==> src/rtl/mvm_sequencer.sv <==
// mvm_sequencer: loads an M x N signed matrix and an N-vector over a
// valid/ready stream, then drives an external saturating MAC one row at a
// time and returns each row's dot product over a valid/ready output stream.
module mvm_sequencer #(
   parameter int M       = 3,
   parameter int N       = 3,
   parameter int W       = 10,
   parameter int ACCW    = 20,
   parameter int MAC_LAT = 3
) (
   input  logic            clk,
   input  logic            reset,
   input  logic [W-1:0]    input_data,
   input  logic            input_valid,
   output logic            input_ready,
   output logic [W-1:0]    mac_a,
   output logic [W-1:0]    mac_b,
   output logic            mac_valid_in,
   output logic            mac_clr,
   input  logic [ACCW-1:0] mac_f,
   input  logic            mac_valid_out,
   output logic [ACCW-1:0] output_data,
   output logic            output_valid,
   input  logic            output_ready
);

   // Matrix words occupy slots 0..M*N-1 in row-major order, vector words follow.
   localparam int TOTAL = M * N + N;
   localparam int LW    = (TOTAL > 1) ? $clog2(TOTAL) : 1;
   localparam int RW    = (M > 1) ? $clog2(M) : 1;
   localparam int SMAX  = (N > MAC_LAT) ? N : MAC_LAT;
   localparam int SW    = (SMAX > 1) ? $clog2(SMAX) : 1;

   typedef enum logic [2:0] {
      LOAD,
      CLR,
      ISSUE,
      DRAIN,
      OUT
   } state_t;

   state_t state, state_next;

   logic [W-1:0]  words [TOTAL];
   logic [LW-1:0] load_cnt;
   logic [RW-1:0] row;
   logic [SW-1:0] step;
   logic [LW-1:0] a_idx;
   logic [LW-1:0] b_idx;

   logic in_xfer;
   logic out_xfer;
   logic load_last;
   logic issue_last;
   logic drain_last;
   logic row_last;

   // The MAC's valid_out is not needed because sampling happens at a fixed latency.
   logic unused_mac_valid_out;
   assign unused_mac_valid_out = mac_valid_out;

   assign in_xfer    = input_valid && input_ready;
   assign out_xfer   = output_valid && output_ready;
   assign load_last  = (load_cnt == LW'(TOTAL - 1));
   assign issue_last = (step == SW'(N - 1));
   assign drain_last = (step == SW'(MAC_LAT - 1));
   assign row_last   = (row == RW'(M - 1));
   assign a_idx      = LW'(int'(row) * N + int'(step));
   assign b_idx      = LW'(M * N + int'(step));

   // State register; any reset abandons the current job and returns to loading.
   always_ff @(posedge clk) begin
      if (reset) begin
         state <= LOAD;
      end else begin
         state <= state_next;
      end
   end

   // Next-state decode: load all words, then CLR/ISSUE/DRAIN/OUT once per row.
   always_comb begin
      state_next = state;
      case (state)
         LOAD:    if (in_xfer && load_last) state_next = CLR;
         CLR:     state_next = ISSUE;
         ISSUE:   if (issue_last) state_next = DRAIN;
         DRAIN:   if (drain_last) state_next = OUT;
         OUT:     if (out_xfer) state_next = row_last ? LOAD : CLR;
         default: state_next = LOAD;
      endcase
   end

   // Output decode from the registered state; the MAC port idles at zero outside ISSUE.
   always_comb begin
      input_ready  = 1'b0;
      mac_a        = '0;
      mac_b        = '0;
      mac_valid_in = 1'b0;
      mac_clr      = 1'b0;
      output_valid = 1'b0;
      case (state)
         LOAD:  input_ready = !reset;
         CLR:   mac_clr = 1'b1;
         ISSUE: begin
            mac_a        = words[a_idx];
            mac_b        = words[b_idx];
            mac_valid_in = 1'b1;
         end
         OUT:   output_valid = 1'b1;
         default: ;
      endcase
   end

   // Load, row and step counters; step counts issue beats, then drain cycles.
   always_ff @(posedge clk) begin
      if (reset) begin
         load_cnt <= '0;
         row      <= '0;
         step     <= '0;
      end else begin
         if (in_xfer) begin
            load_cnt <= load_last ? '0 : load_cnt + 1'b1;
         end
         case (state)
            LOAD:    row <= '0;
            OUT:     if (out_xfer && !row_last) row <= row + 1'b1;
            default: ;
         endcase
         case (state)
            ISSUE:   step <= issue_last ? '0 : step + 1'b1;
            DRAIN:   step <= drain_last ? '0 : step + 1'b1;
            default: step <= '0;
         endcase
      end
   end

   // Operand storage; stale contents are harmless because a job always reloads every slot.
   always_ff @(posedge clk) begin
      if (in_xfer) begin
         words[load_cnt] <= input_data;
      end
   end

   // Capture the finished row sum on the final drain cycle and hold it until consumed.
   always_ff @(posedge clk) begin
      if (reset) begin
         output_data <= '0;
      end else if (state == DRAIN && drain_last) begin
         output_data <= mac_f;
      end
   end

endmodule

==> config.mk <==
export PLATFORM = sky130hd
export DESIGN_NAME = mvm_sequencer
export DESIGN_NICKNAME = d
export VERILOG_FILES = /design/src/rtl/mvm_sequencer.sv
export SDC_FILE = /design/constraint.sdc
export NUM_CORES = 1
export LEC_CHECK = 0
export CAP_MARGIN = 0
export CORE_MARGIN = 3
export CORE_UTILIZATION = 55
export DETAILED_ROUTE_END_ITERATION = 7
export GPL_TIMING_DRIVEN = 0
export PLACE_DENSITY = 0.79
export SLEW_MARGIN = 20
export SYNTH_ARGS = -nofsm -noshare
export SYNTH_HDL_FRONTEND = slang
export SYNTH_SLANG_ARGS = --single-unit
==> constraint.sdc <==
create_clock -name clk -period 4.63 [get_ports clk]
set_input_delay 1.389 -clock clk [delete_from_list [all_inputs] [get_ports clk]]
set_output_delay 1.389 -clock clk [all_outputs]
set_load 0.03 [all_outputs]
==> results.md <==
- Final Hold Fails: 0
- FF+latch count, synth: 151
- Final nets: around 560
- Worst Skew: ~10 ps
- Synth top area share: 56.36%
- Sw Share: ~20%
- Largest net degree at the start of global routing: 17
- Worst Path Class, Setup: flop to output pin
- Clk sinks: 151
- Total CTS buffers: 17
- Ys Warns: 0
- Psw: 0.6048 mW
- Top FF cell, synth: edfxtp_1
- Longest Clk Path Bufs: 2
- Synth Area in Compound Gates: 5.127%
- Fin crit share: around 100%
- WHS: between 400 and 500 ps
- Clock power frac: 47.5%
- Simple-gate share of the synthesized area: 9.139%
- PD cells: roughly 370 nW/um^2
- Global-route wire length before repair: 23530 um
- Clk Tree Root Cell: clkbuf_16
- Post-Syn Nets: 464
- CP max FO: 4
- Final number of setup-violating endpoints: 0
- Mux contribution to synthesized area: 14.13%
- Mapped Cells: between 400 and 500
- Vias: about 4100
- Final Util: 72.39%
- Overflow after GRT: 0
- Hold_buf cts: 0
- Main combinational cell family by area after synthesis: multiplexers
- Tightest Pin Transition: ~670 ps
- Minimum clock period: 4626 ps
- Total GRT Usage: 24.63%
- Pleak: 2.683 nW
- CTS tree: built
- DR DRC count: 0
- Sequential share of the synthesized area: 66.07%
- Gate power share: 2.7%
- CP Capture Type: output pin
- Status: completed
- Adder-cell share of the synthesized area: 2.192%
- Synth Cell Area: 6394 um^2
- Worst Hold Class: flop to flop
- Layout area overhead: 25.42%
- Routed len/inst: ~23 um
- Max VDD drop: around 0.26 mV
- Slew Limit Fails: 0
- Max Clock Freq: 216.2 MHz
- Post-synth top area cell: edfxtp_1
- Most numerous cell in the Yosys netlist: edfxtp_1
- Internal: ~2.4 mW
- I/O Pins: 79
- RSZ-0062 raised after global routing: yes
- Cell area after layout: 8019 um^2
- Die span in x: 113.8 um
- Drt pass-1 iters: 5
- Top post-synthesis cells by area: edfxtp_1 56%, mux4_2 13%, dfxtp_1 9.7%
- Initial antenna violation count: 0
- Post-synth EDFFs: 120
- WP data arrival: 3240 ps
- Vias in the first global route: 4141
- Fraction of registers with async set/reset: 0%
- List of most frequent post-synthesis cells: 120 x edfxtp_1, 51 x nand2_1, 38 x a21oi_1, 38 x mux4_2, 31 x dfxtp_1
- Max cap viols: 0
- Worst endpoint required time: ~3200 ps
- # rows: 38
- Detailed-placement wirelength estimate: 9554 um
- H-tree depth: 4
- Core footprint: around 11000 um^2
- Unique cell type count in the Yosys netlist: 36
- First DRT Iteration DRCs: 530
- Die footprint: 12960 um^2
- Starting Density: 57.71%
- Placed inst area: between 7000 and 8000 um^2
- Reg clk slew, reported paths: 60 ps
- Number of port buffers: 76
- Layout cells sized above 1: 21.13%
- Antenna cells: 0
- Max_slew headroom: 55.29%
- Vias/cell: between 6 and 7
- Post-route ant nets: 0
- Clock Latency Late Sink: roughly 420 ps
- Worst setup SP type: flop
- Die Ht: 113.8 um
- Average cell area after synthesis: 15.26 um^2
- Power share of the sequential group: 49.7%
- Drt total wl: 15160 um
- Synth Area in XOR/XNOR: 0%
- Gpl congestion: 0.7657
==> state kept, by name, summed over array words and instances, names as in the netlist <==
signal / count
load_cnt: 4
output_data: 20
row: 2
words: 120
state: 3
step: 2
==> cells by family after synthesis <==
logic type	Yosys count
flip-flops	151
multiplexers	41
buffers and inverters	47
adder cells (fa/ha/maj)	10
AO/OA/AOI/OAI	56
AND/OR/NAND/NOR	114
==> layout by cell type, fill, tap and decap left out, types with 13 or more instances in the layout <==
master and instances:
and2_1 15, clkbuf_16 17, inv_1 20, clkdlybuf4s50_1 66
edfxtp_1 120, nand2b_1 14, mux4_2 38, clkbuf_1 16
dfxtp_1 28, nand2_1 51, buf_4 13, a21oi_1 36
==> metal layers <==
layer / GRT usage, % / wire length, um
met5: 0 / 0
met1: 31.84 / 5851
met3: 5.729 / 1029
met4: 8.789 / 352
met2: 41.30 / 7928
==> path summary, 6_finish.rpt <==
path / from / endpoint / slack (ps) / depth (start not counted)
setup / recovery: step[1]$_SDFF_PP0_ / mac_a[8] / 4 / 10
hold reg to reg: output_data[15]$_SDFFE_PP0P_ / output_data[15]$_SDFFE_PP0P_ / 460 / 2
setup reg to reg: state[1]$_SDFFE_PP0P_ / words[5][9]$_DFFE_PP_ / 2400 / 5
hold / removal: output_data[15]$_SDFFE_PP0P_ / output_data[15]$_SDFFE_PP0P_ / 460 / 2
==> area by class of cell <==
class                      instances  area [um^2]
buffer                            23        130.1
clock buffer                      19        432.9
clock inverter                    13        170.2
fill                             693         3059
inverter                          22        85.08
multi-input combinational        221         2008
sequential                       151         4233
tap                              140        175.2
timing repair buffer              81        784.5
==> stage by stage <==
stage               power (mW)  setup TNS [ps]  setup slack, ps  cells
floorplan                1.530               0            25.87    419
global placement         1.578           -5724           -679.2    635
detailed placement       1.583           -6365           -762.8    635
CTS                      2.967          -76.78           -45.71    672
global route             3.037          -731.2           -106.3    670
finish                   2.967               0            4.188    670
==> worst max-delay path, cell delays in order, from the launching register on <==
cell and delay, ps:
dfxtp_2 330, inv_2 40, fa_1 520, inv_1 40, ha_2 170, fa_2 630
mux4_2 530, o22ai_2 120, a311o_1 160, a21oi_2 90, buf_6 180
==> power groups by stage <==
stage               clock network (mW)  logic [mW]  registers (mW)
CTS                               1.41      0.0799            1.48
global placement                     0      0.0743            1.50
detailed placement                   0      0.0780            1.51
global route                      1.47      0.0872            1.48
finish                            1.41      0.0814            1.48
floorplan                            0      0.0259            1.50
==> timing repair <==
| item | in CTS | in global routing |
|---|---|---|
| endpoints found under the setup margin | 19 | 20 |
| pin swaps | 8 | 7 |
| gates resized for setup | 91 | 7 |
| cloned | 1 | 0 |
| buffers inserted | 5 | 0 |
Power figures use the tool's default switching activity.
